File: config.mk
export PLATFORM = sky130hd
export DESIGN_NAME = packet_assembler
export DESIGN_NICKNAME = d
export VERILOG_FILES = /design/src/rtl/packet_assembler.sv
export SDC_FILE = /design/constraint.sdc
export NUM_CORES = 1
export LEC_CHECK = 0
export BUFFER_PORTS_ARGS = -buffer_cell sky130_fd_sc_hd__buf_2
export CAP_MARGIN = 20
export CORE_MARGIN = 8
export CORE_UTILIZATION = 40
export DETAILED_ROUTE_END_ITERATION = 10
export GPL_TIMING_DRIVEN = 0
export PLACE_DENSITY = 0.82
export SLEW_MARGIN = 10
export SYNTH_ARGS = -nofsm -noshare
export SYNTH_HDL_FRONTEND = slang
export SYNTH_SLANG_ARGS = --single-unit
export TNS_END_PERCENT = 5
File: constraint.sdc
create_clock -name clk_pixel -period 8 [get_ports clk_pixel]
set_input_delay 2.4 -clock clk_pixel [delete_from_list [all_inputs] [get_ports clk_pixel]]
set_output_delay 2.4 -clock clk_pixel [all_outputs]
set_load 0.1 [all_outputs]
File: src/rtl/packet_assembler.sv
// HDMI data-island packet assembler: appends BCH parity to the header and
// subpackets and serialises one 32-pixel packet as 9 bits per pixel.
module packet_assembler (
    input  logic             clk_pixel,
    input  logic             reset,
    input  logic             data_island_period,
    input  logic [23:0]      header,
    input  logic [3:0][55:0] sub,
    output logic [4:0]       counter,
    output logic             packet_enable,
    output logic [8:0]       packet_data
);

    logic [7:0]      ecc_h;
    logic [3:0][7:0] ecc_s;

    logic            hdr_bit;
    logic [3:0]      even_bit;
    logic [3:0]      odd_bit;
    logic [7:0]      ecc_h_next;
    logic [3:0][7:0] ecc_s_next;

    function automatic logic [7:0] ecc_step(input logic [7:0] e, input logic b);
        return (e >> 1) ^ ((e[0] ^ b) ? 8'h83 : 8'h00);
    endfunction

    // Parity phase index: counter-24 and counter-28 reduce to low bits.
    always_comb begin
        hdr_bit = (counter < 5'd24) ? header[counter] : ecc_h[counter[2:0]];
        even_bit = '0;
        odd_bit = '0;
        for (int k = 0; k < 4; k++) begin
            if (counter < 5'd28) begin
                even_bit[k] = sub[k][{counter, 1'b0}];
                odd_bit[k]  = sub[k][{counter, 1'b1}];
            end else begin
                even_bit[k] = ecc_s[k][{counter[1:0], 1'b0}];
                odd_bit[k]  = ecc_s[k][{counter[1:0], 1'b1}];
            end
        end
    end

    always_comb begin
        ecc_h_next = ecc_step(ecc_h, hdr_bit);
        ecc_s_next = '0;
        for (int k = 0; k < 4; k++)
            ecc_s_next[k] = ecc_step(ecc_step(ecc_s[k], even_bit[k]), odd_bit[k]);
    end

    always_ff @(posedge clk_pixel) begin
        if (reset || !data_island_period) begin
            counter <= '0;
            ecc_h   <= '0;
            ecc_s   <= '0;
        end else begin
            counter <= counter + 5'd1;
            if (counter == 5'd31) begin
                ecc_h <= '0;
                ecc_s <= '0;
            end else begin
                if (counter < 5'd24)
                    ecc_h <= ecc_h_next;
                if (counter < 5'd28)
                    ecc_s <= ecc_s_next;
            end
        end
    end

    assign packet_enable = data_island_period && (counter == 5'd31);
    assign packet_data   = {odd_bit, even_bit, hdr_bit};

endmodule

==> results by group <==
Detailed routing
  – Final ANT Viol Nets: 0
  – Post-DR vias/cell: between 5 and 6
  – First DRT Iteration DRCs: 373
  – WL/cell: between 20 and 25 µm
  – # DRC: 0
  – Met1 WL: approximately 7 mm
  – Routed wl met3: between 2 and 2.5 mm
  – Routed wire length: approximately 20 mm
  – Top sig layer: met5
  – Met2 WL post-DR: 10.0 mm
  – TritonRoute pass-1 iters: 5
  – Via count: between 4,000 and 5,000

Die
  – Row count: 39
  – Full die area: roughly 15,000 µm²
  – Core area: roughly 11,000 µm²
  – Initial Utilization: 0.409
  – Ports: approximately 270
  – Die width: 124 µm
  – Die Height: between 100 and 150 µm

Cells and area
  – Area Growth Syn to Fin: 35.5%
  – Final Cell Area: 6300 µm²
  – Most frequent cells in the layout: buf_2, nand2_1, mux4_2
  – Layout cells sized above 1: 0.525
  – Final Util: 0.554
  – # fillers: ~1,000
  – Multi-input logic area: 3420 µm²
  – Storage cell area: around 900 µm²
  – Final #Nets: between 900 and 1,000
  – Most common cell after layout, fill and taps aside: buf_2

Synthesis
  – Post-Synth XOR/XNOR Area: 0.0471
  – Synth Instances: ~450
  – Warnings from Yosys: 0
  – Area leader, netlist: mux4_2
  – Synthesis-stage register bit count: 45
  – Unique masters post-synth: 51
  – Complex-gate fraction of the synthesized area: 0.167
  – Share of the synthesized area in the top cell type: 0.252
  – Cell Area, Synth: 4650 µm²
  – Synth top area cells: mux4_2, dfxtp_1, mux2i_1
  – Post-synthesis mux area share: 0.379
  – Post-synth EDFFs: 0
  – Post-synth top flop: dfxtp_1
  – Post-Syn Nets: 702
  – Post-synthesis sequential area ratio: 0.194
  – Mapped Avg Cell Area: 10.4 µm²
  – Largest family of logic cells by synthesized area: multiplexers
  – Adder-cell share of the synthesized area: 0.00538
  – Asr flop ratio synth: 0
  – Synth Area in Simple Gates: 0.137

Timing
  – Period Utilization, post-route: 0.834
  – Clk_skew: 0.00963 ns
  – Worst Tran Pin Value: 0.779 ns
  – Setup Viol. Count Final: 0
  – Minimum clock period after layout: between 6 and 7 ns
  – Maximum clock rate: 150 MHz
  – Final hold violations: 0
  – Slew headroom: 0.481
  – Post-route setup TNS: 0 ns
  – Final slew viol count: 0
  – RSZ-0062 raised after global routing: no

Power and ir drop
  – Lkg Pwr: ~2.6 nW
  – Power per cell area: around 120 nW/µm²
  – Peak VDD IR: about 0.000097 V
  – Pwr Total: 0.730 mW

Setup path
  – Worst path required time: 5.60 ns
  – R2R Setup Slk: between 4 and 5 ns
  – Critical Path Fanout Max: 3
  – Crit path arrival time: ~4.3 ns
  – Critical-path top delay cell: mux4_2
  – WS Path Type: input pin to output port
  – Crit path cell chain: buf_2 > mux4_2 > mux4_2 > nand2_1 > o21ai_0 > buf_4 > buf_2
  – CP Launch Type: input pin
  – Worst path max stage delay: a little over 0.5 ns
  – CP Capture Type: output port

GRT
  – Number of global-route vias before repair: around 5,200
  – Largest net degree at the start of global routing: 15
  – First-pass GRT wire length: around 28 mm
  – GRT Overall Usage: 0.240
  – GRT overflow: 0
  – Antenna violations before repair: 2

Clock network
  – CTS Hold Bufs: 0
  – CTS tree: yes
  – PostCTS Resize Cnt: 0
  – CTS clk-pin slew, worst paths: ~0.060 ns
  – Worst-case clock buffer depth: 2
  – Clock H-tree levels: 2
  – Clk sinks: 45
  – Total setup buffers inserted after CTS: 0
  – CTS Buf Count: 5
  – Worst-Skew Late Latency: around 0.29 ns
  – Clock root buffer: clkbuf_16

Place
  – Routability cong.: 0.868
  – Port buffer count: roughly 270
  – Placed inst area: between 6000 and 7000 µm²
  – DP Wirelength: 16.3 mm

Hold path
  – Min-Delay Path Class: register to register

Status
  – Status: completed

Flow run
  – Max-cap violation count: 0
## where the power goes
part | leakage [nW] | switching [mW] | internal (mW) | total [mW]
combinational | 2.15 | 0.139 | 0.144 | 0.283
clock | 0.0696 | 0.0849 | 0.114 | 0.199
sequential | 0.366 | 0.0132 | 0.235 | 0.248
## path summary, 6_finish.rpt
kind / startpoint / endpoint / cells after the start
worst max-delay path: header[15] / packet_data[0] / 7
worst min-delay path: ecc_h[5] / ecc_h[5] / 2
worst max register to register: counter[2] / ecc_s[21] / 9
worst min register to register: ecc_h[5] / ecc_h[5] / 2
## cell type report
| class | instances | area share |
|---|---|---|
| inverter | 8 | 0.00477 |
| timing repair buffer | 265 | 0.210 |
| antenna | 1 | 0.000397 |
| sequential | 45 | 0.143 |
| tap | 143 | 0.0284 |
| clock inverter | 3 | 0.00278 |
| buffer | 41 | 0.0471 |
| clock buffer | 5 | 0.0199 |
| multi-input combinational | 355 | 0.543 |
## layer usage
metal | up-vias | GRT usage
met5 | - | 0
met4 | 2 | 0.0880
met2 | 289 | 0.434
met3 | 51 | 0.0494
li1 | 2277 | -
met1 | 2351 | 0.274
## cells in the mapped netlist, types with 3 or more instances
| cell | n |
|---|---|
| o211ai_1 | 4 |
| mux4_2 | 52 |
| a21oi_2 | 4 |
| o22a_1 | 8 |
| nand4_1 | 9 |
| or3_1 | 8 |
| o21ai_0 | 3 |
| mux4_1 | 3 |
| nand2_1 | 64 |
| a211oi_1 | 8 |
| o22ai_1 | 4 |
| and3_1 | 7 |
| a22o_1 | 7 |
| buf_6 | 9 |
| dfxtp_1 | 45 |
| o21a_1 | 4 |
| a21oi_1 | 26 |
| and2_1 | 4 |
| clkbuf_1 | 12 |
| inv_1 | 8 |
| buf_4 | 3 |
| nor2_1 | 29 |
| o21ai_1 | 3 |
| xnor3_1 | 4 |
| xnor2_1 | 9 |
| buf_12 | 3 |
| a22oi_1 | 8 |
| a2111oi_4 | 5 |
| mux2i_1 | 49 |
| and2_4 | 6 |
| buf_2 | 12 |
| a211o_1 | 4 |
## per-stage QoR
step / instances / hold slack, ns / setup WS (ns)
after floorplan: 449 / 0.441 / 1.47
after global placement: 857 / 0.454 / 1.38
after detailed placement: 857 / 0.461 / 1.39
after CTS: 865 / 0.468 / 1.36
after global routing: 866 / 0.496 / 1.31
final: 866 / 0.471 / 1.33
## worst max-delay path, delay by kind of cell
kind                   cells  cell delay [ns]
AOI/OAI and AO/OA          1             0.17
buffers and inverters      3             0.57
muxes                      2             1.00
and+or+nand+nor            1             0.12
## registers in the layout, summed over array words and instances (netlist names)
register  flops
ecc_s        32
ecc_h         8
counter       5
## cells by family (layout without fill, tap and decap cells)
| kind of cell | after synthesis | after routing |
|---|---|---|
| multiplexers | 106 | 106 |
| AND/OR/NAND/NOR | 136 | 136 |
| buffers and inverters | 49 | 322 |
| XOR/XNOR | 17 | 17 |
| flip-flops | 45 | 45 |
| adder cells (fa/ha/maj) | 2 | 2 |
| AO/OA/AOI/OAI | 94 | 94 |
| other | 0 | 1 |
(Power assumes the default switching activity.)
